`config.mk`:
```
export PLATFORM = sky130hd
export DESIGN_NAME = ex_muldiv
export DESIGN_NICKNAME = d
export VERILOG_FILES = /design/src/rtl/ex_muldiv.sv
export SDC_FILE = /design/constraint.sdc
export NUM_CORES = 2
export LEC_CHECK = 0
export CAP_MARGIN = 20
export CELL_PAD_IN_SITES_DETAIL_PLACEMENT = 1
export CELL_PAD_IN_SITES_GLOBAL_PLACEMENT = 2
export CORE_AREA = 2 2 285 287
export DETAILED_ROUTE_END_ITERATION = 7
export DIE_AREA = 0 0 287 289
export PLACE_DENSITY_LB_ADDON = 0.25
export SYNTH_ARGS = -nofsm -noshare
export SYNTH_HDL_FRONTEND = slang
export SYNTH_SLANG_ARGS = --single-unit
```
`constraint.sdc`:
```
create_clock -name clk -period 8.1 [get_ports clk]
set_input_delay 1.62 -clock clk [delete_from_list [all_inputs] [get_ports clk]]
set_output_delay 1.62 -clock clk [all_outputs]
set_load 0.02 [all_outputs]
```
`src/rtl/ex_muldiv.sv`:
```
// Iterative RV64M multiply/divide unit: shift-add multiply and restoring divide,
// fixed 64-iteration latency, one operation in flight, one-cycle result strobe.
module ex_muldiv #(
    parameter int unsigned XLEN = 64,
    parameter int unsigned ITER = 64
) (
    input  logic            clk,
    input  logic            rst,
    input  logic            start_i,
    input  logic [2:0]      funct3_i,
    input  logic            word_i,
    input  logic [XLEN-1:0] op1_i,
    input  logic [XLEN-1:0] op2_i,
    input  logic [4:0]      waddr_i,
    input  logic            flush_i,
    output logic            hold_flag_o,
    output logic            busy_o,
    output logic            valid_o,
    output logic [XLEN-1:0] result_o,
    output logic [4:0]      waddr_o,
    output logic            we_o
);

    localparam int unsigned CW = $clog2(ITER);
    localparam int unsigned AW = 2 * XLEN;
    localparam int unsigned HW = XLEN / 2;

    localparam logic [1:0] S_IDLE = 2'd0;
    localparam logic [1:0] S_CALC = 2'd1;
    localparam logic [1:0] S_DONE = 2'd2;

    logic [1:0]      state_q, state_d;
    logic [CW-1:0]   cnt_q;
    logic [2:0]      f3_q;
    logic            word_q;
    logic [4:0]      waddr_q;
    logic [XLEN-1:0] b_q;
    logic [AW-1:0]   acc_q;
    logic            a_neg_q, b_neg_q, div0_q, ovf_q;

    logic            is_div_in, sgn1, sgn2, a_neg, b_neg, div0_in, ovf_in;
    logic [XLEN-1:0] a_ext, b_ext, a_mag, b_mag, most_neg_in;

    // Operand preparation: W-form extension, sign capture, magnitudes, special cases
    always_comb begin
        is_div_in = funct3_i[2];
        if (is_div_in) begin
            sgn1 = ~funct3_i[0];
            sgn2 = ~funct3_i[0];
        end else begin
            sgn1 = word_i | (funct3_i[1:0] != 2'b11);
            sgn2 = word_i | ~funct3_i[1];
        end
        a_ext = op1_i;
        b_ext = op2_i;
        if (word_i) begin
            a_ext = sgn1 ? {{HW{op1_i[HW-1]}}, op1_i[HW-1:0]} : {{HW{1'b0}}, op1_i[HW-1:0]};
            b_ext = sgn2 ? {{HW{op2_i[HW-1]}}, op2_i[HW-1:0]} : {{HW{1'b0}}, op2_i[HW-1:0]};
        end
        a_neg       = sgn1 & a_ext[XLEN-1];
        b_neg       = sgn2 & b_ext[XLEN-1];
        a_mag       = a_neg ? -a_ext : a_ext;
        b_mag       = b_neg ? -b_ext : b_ext;
        most_neg_in = word_i ? {{(HW+1){1'b1}}, {(HW-1){1'b0}}} : {1'b1, {(XLEN-1){1'b0}}};
        div0_in     = is_div_in & (b_ext == '0);
        ovf_in      = is_div_in & sgn1 & (a_ext == most_neg_in) & (b_ext == '1);
    end

    always_comb begin
        state_d = state_q;
        case (state_q)
            S_IDLE:  if (start_i) state_d = S_CALC;
            S_CALC:  if (cnt_q == CW'(ITER - 1)) state_d = S_DONE;
            S_DONE:  state_d = S_IDLE;
            default: state_d = S_IDLE;
        endcase
        if (flush_i) state_d = S_IDLE;
    end

    always_ff @(posedge clk or posedge rst) begin
        if (rst) state_q <= S_IDLE;
        else     state_q <= state_d;
    end

    // One iteration step for each algorithm; acc holds {high/remainder, low/quotient}
    logic [XLEN:0]   mul_sum, r_sh, diff;
    logic [AW-1:0]   acc_mul, acc_div;
    always_comb begin
        mul_sum = {1'b0, acc_q[AW-1:XLEN]} + {1'b0, (acc_q[0] ? b_q : '0)};
        acc_mul = {mul_sum, acc_q[XLEN-1:1]};
        r_sh    = acc_q[AW-1:XLEN-1];
        diff    = r_sh - {1'b0, b_q};
        acc_div = {(diff[XLEN] ? r_sh[XLEN-1:0] : diff[XLEN-1:0]), acc_q[XLEN-2:0], ~diff[XLEN]};
    end

    always_ff @(posedge clk or posedge rst) begin
        if (rst) begin
            cnt_q   <= '0;
            f3_q    <= '0;
            word_q  <= 1'b0;
            waddr_q <= '0;
            b_q     <= '0;
            acc_q   <= '0;
            a_neg_q <= 1'b0;
            b_neg_q <= 1'b0;
            div0_q  <= 1'b0;
            ovf_q   <= 1'b0;
        end else if (state_q == S_IDLE && start_i && !flush_i) begin
            cnt_q   <= '0;
            f3_q    <= funct3_i;
            word_q  <= word_i;
            waddr_q <= waddr_i;
            b_q     <= b_mag;
            acc_q   <= {XLEN'(0), a_mag};
            a_neg_q <= a_neg;
            b_neg_q <= b_neg;
            div0_q  <= div0_in;
            ovf_q   <= ovf_in;
        end else if (state_q == S_CALC) begin
            cnt_q <= cnt_q + CW'(1);
            acc_q <= f3_q[2] ? acc_div : acc_mul;
        end
    end

    // Output sign fix, result selection and special-case override
    logic [AW-1:0]   prod;
    logic [XLEN-1:0] quo, rem, sel, res;
    always_comb begin
        prod = (a_neg_q ^ b_neg_q) ? -acc_q : acc_q;
        quo  = (a_neg_q ^ b_neg_q) ? -acc_q[XLEN-1:0] : acc_q[XLEN-1:0];
        rem  = a_neg_q ? -acc_q[AW-1:XLEN] : acc_q[AW-1:XLEN];
        if (div0_q) quo = '1;
        if (ovf_q) begin
            quo = word_q ? {{(HW+1){1'b1}}, {(HW-1){1'b0}}} : {1'b1, {(XLEN-1){1'b0}}};
            rem = '0;
        end
        if (f3_q[2])                sel = f3_q[1] ? rem : quo;
        else if (word_q)            sel = prod[XLEN-1:0];
        else if (f3_q[1:0] == 2'b00) sel = prod[XLEN-1:0];
        else                        sel = prod[AW-1:XLEN];
        res = word_q ? {{HW{sel[HW-1]}}, sel[HW-1:0]} : sel;
    end

    assign hold_flag_o = ((state_q == S_IDLE) & start_i & ~flush_i) | (state_q == S_CALC);
    assign busy_o      = (state_q != S_IDLE);
    assign valid_o     = (state_q == S_DONE) & ~flush_i;
    assign we_o        = valid_o;
    assign result_o    = valid_o ? res : '0;
    assign waddr_o     = waddr_q;

endmodule

```
# Word level (Yosys, flattened, before mapping)
# Index checks and enable logic that the tools add are counted.
# totals
ff_bits	213
in_bits	141
word_cells	86
# classes
add_sub_neg	8
eq_ne	8
mux	33
bitwise	17
reduce_logical	9
# ops
operator	n
$mux W64	19
$mux W128	4
$neg A64 Y64	4
$neg A128 Y128	1
$mux W63	2
$add A64 B64 Y65	1
$sub A65 B64 Y65	1
$eq A64 B64 Y1	1
$eq A64 B64 Y1 const B	1
$logic_not A64 Y1	1
$mux W6	2
$and A1 B1 Y1	9
$add A6 B1 Y6 const B	1
$eq A6 B6 Y1 const B	1
$mux W2	3
$ne A3 B3 Y1 const B	2
$logic_not A2 Y1	2
$not A1 Y1	4
$pmux W2 S2	1
$reduce_bool A2 Y1	2
$or A1 B1 Y1	3
$eq A2 B1 Y1 const B	1
$eq A2 B2 Y1 const B	1
$logic_and A1 B1 Y1	2
other kinds (5)	6

# Depth between registers and ports, before layout
# logic_depth
ltp_word	8
depth_mapped	17
mapped_depth_nobuf	15

# Worst setup path after synthesis
# OpenSTA, ideal clock, no wires.
# synth_path
path_kind	register to output
from	register acc_q[0]
to	output port result_o[52]
arrival_ps	3612
required_ps	6480
setup_slack_ps	2868
path_stages_with_launch	15
n_path_buf	3
path_cell_list	dfrtp_1 clkbuf_1 inv_2 clkbuf_1 ha_1 nor3b_1 nand4_1 nor3_2 and2_1 buf_2 nand2_1 o31ai_1 a21boi_1 xor2_1 a221oi_1
# synth_via
elab_chain_cells	8
# synth_lines
element	line	rtl
start, declared	38	logic [AW-1:0] acc_q;
start signal, assigned	114	acc_q <= {XLEN'(0), a_mag};
start signal, assigned	121	acc_q <= f3_q[2] ? acc_div : acc_mul;
$neg A64 Y64	130	quo = (a_neg_q ^ b_neg_q) ? -acc_q[XLEN-1:0] : acc_q[XLEN-1:0];
$mux W64	130	
$mux W64	132	if (div0_q) quo = '1;
$mux W64	133	if (ovf_q) begin
$mux W64	137	if (f3_q[2]) sel = f3_q[1] ? rem : quo;
$mux W64 *	137	
$mux W64 *	141	res = word_q ? {{HW{sel[HW-1]}}, sel[HW-1:0]} : sel;
$mux W64 *	148	assign result_o = valid_o ? res : '0;
end, declared	19	output logic [XLEN-1:0] result_o,
# Every way passes the cells marked *; elsewhere a longest branch is shown, timed or not.

# Final worst setup path
# layout_path
from	register acc_q[2]
to	output port result_o[23]
# The elaborated chain is that of the path after synthesis.

==> tab_implementation.tex <==
\begin{tabular}{lr}
\hline
Metric & Value \\
\hline
\multicolumn{2}{l}{\textbf{Run status}} \\
Status & complete, no violations \\
\multicolumn{2}{l}{\textbf{Clock network}} \\
Number of buffers inserted by hold repair at cts & 0 \\
Maximum clock path buffer count & 3 \\
Clock insertion delay at the later pin of the skew report & 0.59 ns \\
Post-CTS sizing & 0 \\
Num CTS Buffers & 28 \\
Root Driver & sky130\_fd\_sc\_hd\_\_clkbuf\_16 \\
Reg clk slew, reported paths & 0.06 ns \\
Total setup buffers inserted after CTS & 0 \\
Clock tree from TritonCTS & built \\
Clk sink count & 213 \\
H-tree levels & 1 \\
\multicolumn{2}{l}{\textbf{Hold path}} \\
Cell depth of the worst hold path & 2 \\
Class of the worst hold path & flip-flop to flip-flop \\
Startpoint of the worst hold path & b\_q[14]\$\_DFFE\_PP0P\_ \\
Worst hold path endpoint & b\_q[14]\$\_DFFE\_PP0P\_ \\
\multicolumn{2}{l}{\textbf{Detailed routing}} \\
ANT nets after route & 0 \\
Mean routed wirelength per cell & about 26 um \\
Via-per-instance ratio & a little over 6 \\
DRC violation count after routing & 0 \\
Drt pass-1 iters & 5 \\
Vias after detailed routing & 30494 \\
Number of design-rule violations left by the first detailed-router iteration & about 2700 \\
Total Wirelength & 132 mm \\
\multicolumn{2}{l}{\textbf{Synthesis}} \\
Biggest area contributors in the synthesized netlist & sky130\_fd\_sc\_hd\_\_dfrtp\_1 (19\%), sky130\_fd\_sc\_hd\_\_xor2\_1 (7.0\%), sky130\_fd\_sc\_hd\_\_o21ai\_0 (6.8\%), sky130\_fd\_sc\_hd\_\_a21oi\_1 (6.7\%), sky130\_fd\_sc\_hd\_\_nand2\_1 (6.1\%) \\
Combinational family with the most area after synthesis & compound AO/OA/AOI/OAI gates \\
Primary FF master, synth & sky130\_fd\_sc\_hd\_\_dfrtp\_1 \\
Total number of yosys warnings & 0 \\
Basic-gate share of the synthesized area counting and, or, nand and nor cells & 22.4\% \\
Unique cell type count in the Yosys netlist & 99 \\
EDFF count, synth & 0 \\
Fraction of the mapped netlist area in compound gates & 30.2\% \\
Multiplexer area fraction after synthesis & 2.61\% \\
Cell type with the largest total area after synthesis & sky130\_fd\_sc\_hd\_\_dfrtp\_1 \\
\#FFs+latches synth & 213 \\
Synthesized instance count & 3934 \\
Post-synth design cell area & 27700 um2 \\
Share of the synthesized area in the top cell type & 19.2\% \\
Synthesized-area fraction occupied by adder cells & 6.19\% \\
Most used standard cells in the synthesized netlist & sky130\_fd\_sc\_hd\_\_nand2\_1 (449), sky130\_fd\_sc\_hd\_\_nor2\_1 (413), sky130\_fd\_sc\_hd\_\_o21ai\_0 (376) \\
Average size of a mapped cell & 7.04 um2 \\
Most frequently used cell type in the post-synthesis netlist & sky130\_fd\_sc\_hd\_\_nand2\_1 \\
Total nets after synthesis & approximately 4200 \\
Fraction of synthesized cell area in xor and xnor cells & 13.1\% \\
Part of the Yosys area used for sequential elements & 19.2\% \\
Proportion of synthesized flip-flops having asynchronous set or reset & 100\% \\
\multicolumn{2}{l}{\textbf{Global route}} \\
Largest net degree at the start of global routing & 165 \\
Wire length of the first global-routing pass & 196 mm \\
Via count of the first global-routing pass & 29755 \\
Total congestion overflow & 0 \\
Antenna violations before repair & 4 \\
Global router's overall resource usage & a little under a third \\
\multicolumn{2}{l}{\textbf{Setup path}} \\
Reg2Reg Depth & 14 \\
Worst setup SP type & flip-flop \\
Arrival time worst endpoint & roughly 5.7 ns \\
Internal reg-to-reg setup slack & 2.47 ns \\
Worst setup path category & flip-flop to primary output \\
Capturing point of the worst reg2reg path & acc\_q[127]\$\_DFFE\_PP0P\_ \\
Start of the worst register-to-register path & acc\_q[0]\$\_DFFE\_PP0P\_ \\
Crit path max fanout & 8 \\
Worst path required time & 6.48 ns \\
Type of element capturing the critical path & primary output \\
\multicolumn{2}{l}{\textbf{Placed design}} \\
Placed Area & 30500 um2 \\
IO Port Bufs & 213 \\
Placer Congestion & 0.955 \\
Cell count after placement & 4968 \\
Post-detail-place hpwl & roughly 100 mm \\
\multicolumn{2}{l}{\textbf{Layout}} \\
Nets & 4215 \\
Layout cell share with drive strength beyond 1 & under 10\% \\
Post-route non-filler standard cell count & between 5000 and 6000 \\
Area Overhead vs Synth & 13.3\% \\
Area of all placed cells without fillers & roughly 31000 um2 \\
Fillers & 10065 \\
\multicolumn{2}{l}{\textbf{STA}} \\
Final setup violation count & 0 \\
Clock Skews & 0.0161 ns \\
Slew @ Worst Pin & 1.07 ns \\
Final slew viol count & 0 \\
Final critical path time including I/O delays and setup & 7.27 ns \\
Worst rel slew slack & 28.5\% \\
Sum of negative setup slack & 0 ns \\
Number of endpoints with negative hold slack in the final report & 0 \\
Maximum clock frequency & 138 MHz \\
Period utilization & between 80\% and 90\% \\
Unrepaired setup endpoints after global routing & false \\
\multicolumn{2}{l}{\textbf{Floorplan}} \\
Site Rows & 104 \\
Chip width & around 290 um \\
Height of the chip & 289 um \\
Overall die area & $\sim$83000 um2 \\
Area of the core region & 79900 um2 \\
Top-level I/O count & between 200 and 250 \\
Initial core utilization & around a third \\
\multicolumn{2}{l}{\textbf{Power}} \\
Max VDD drop & 0.194 mV \\
Leakage power summed over all cells & 12.5 nW \\
Pwr per Cell Area & 369 nW/um2 \\
\multicolumn{2}{l}{\textbf{Flow run}} \\
Count of max-cap constraint violations & 0 \\
\hline
\end{tabular}
==> state kept, by name, indices dropped and copies added (netlist names) <==
signal	cells
cnt_q	6
acc_q	128
f3_q	3
word_q	1
div0_q	1
waddr_o	5
state_q	2
ovf_q	1
a_neg_q	1
b_q	64
b_neg_q	1
==> worst max path at each step <==
stage / start / endpoint / slack (ns)
2_1_floorplan: rst / a_neg_q$_DFFE_PP0P_ / 0.66
3_3_place_gp: flush_i / result_o[1] / 1.38
3_5_place_dp: flush_i / result_o[1] / 1.34
4_1_cts: acc_q[2]$_DFFE_PP0P_ / result_o[23] / 0.93
5_1_grt: acc_q[2]$_DFFE_PP0P_ / result_o[23] / 0.53
6_report: acc_q[2]$_DFFE_PP0P_ / result_o[23] / 0.83
==> metrics by stage <==
step	hold slack [ns]	util (%)	worst slack, ns	total power, mW
floorplan	0.443	-	0.657	7.39
global placement	0.457	38.2	1.38	10.1
detailed placement	0.468	38.2	1.34	10.1
CTS	0.485	39.3	0.932	11.4
global route	0.505	39.3	0.531	12.4
finish	0.480	39.3	0.831	11.6
==> power by group <==
part	internal (mW)	leakage [nW]	switching, mW	total [mW]
registers	1.40	2.66	0.868	2.27
logic	2.83	9.41	5.23	8.06
clock network	0.730	0.423	0.538	1.27
==> cell usage in the layout, fill, tap and decap left out, types with 22 or more instances in the layout <==
cell type	n
sky130_fd_sc_hd__o21ai_1	33
sky130_fd_sc_hd__mux2i_1	71
sky130_fd_sc_hd__o31ai_1	45
sky130_fd_sc_hd__clkbuf_16	29
sky130_fd_sc_hd__o211ai_1	90
sky130_fd_sc_hd__inv_1	137
sky130_fd_sc_hd__buf_4	54
sky130_fd_sc_hd__a21oi_1	370
sky130_fd_sc_hd__nand4_1	56
sky130_fd_sc_hd__a211oi_1	31
sky130_fd_sc_hd__clkdlybuf4s50_1	212
sky130_fd_sc_hd__or3_1	43
sky130_fd_sc_hd__o21ai_0	376
sky130_fd_sc_hd__nor3_1	89
sky130_fd_sc_hd__o21bai_1	24
sky130_fd_sc_hd__o22ai_1	27
sky130_fd_sc_hd__dfrtp_1	210
sky130_fd_sc_hd__or4_1	29
sky130_fd_sc_hd__a31oi_1	37
sky130_fd_sc_hd__nor2b_1	24
sky130_fd_sc_hd__nor4_1	45
sky130_fd_sc_hd__ha_1	134
sky130_fd_sc_hd__nor2_1	409
sky130_fd_sc_hd__nand3_1	45
sky130_fd_sc_hd__a21o_1	71
sky130_fd_sc_hd__o41ai_1	22
sky130_fd_sc_hd__xnor2_1	190
sky130_fd_sc_hd__xor2_1	222
sky130_fd_sc_hd__nand2_1	449
sky130_fd_sc_hd__a22oi_1	53
==> critical path, cell delays in order, from the launching register on <==
cell                              delay [ns]
sky130_fd_sc_hd__dfrtp_1                0.46
sky130_fd_sc_hd__or3_1                  0.43
sky130_fd_sc_hd__or4_1                  0.55
sky130_fd_sc_hd__nor3_2                 0.27
sky130_fd_sc_hd__nand3_1                0.26
sky130_fd_sc_hd__nor2_1                 0.41
sky130_fd_sc_hd__a31oi_1                0.23
sky130_fd_sc_hd__nor2_2                 0.53
sky130_fd_sc_hd__o21ai_0                0.22
sky130_fd_sc_hd__xor2_1                 0.18
sky130_fd_sc_hd__a21oi_1                0.09
sky130_fd_sc_hd__a211oi_1               0.70
sky130_fd_sc_hd__clkdlybuf4s50_1        0.74
==> layer usage <==
metal / global-route usage [%] / part of all wire, % / vias up
met3: 3.83 / 6.3 / 214
met5: 0 / 0.025 / -
met2: 46.4 / 43 / 1044
li1: - / - / 14206
met4: 11.1 / 3.9 / 4
met1: 44.8 / 47 / 15026
==> cell families (layout without fill, tap and decap cells) <==
logic type      Yosys count  in the layout
compound gates         1347           1347
flops                   213            213
simple gates           1317           1317
buf+inv                 435            459
mux                      72             72
fa+ha+maj               136            136
other cells               0              3
xor+xnor                414            414
==> final cells by class <==
class / count / area, um2 / area share (%)
Sequential cell: 213 / 5340 / 17.0
Tap cell: 1060 / 1330 / 4.22
Multi-Input combinational cell: 3286 / 20700 / 66.0
Antenna cell: 3 / 7.51 / 0.0239
Clock buffer: 43 / 828 / 2.64
Clock inverter: 7 / 72.6 / 0.231
Inverter: 140 / 533 / 1.70
Timing Repair Buffer: 269 / 2570 / 8.19
No activity file was read; power rests on OpenSTA's default activity.
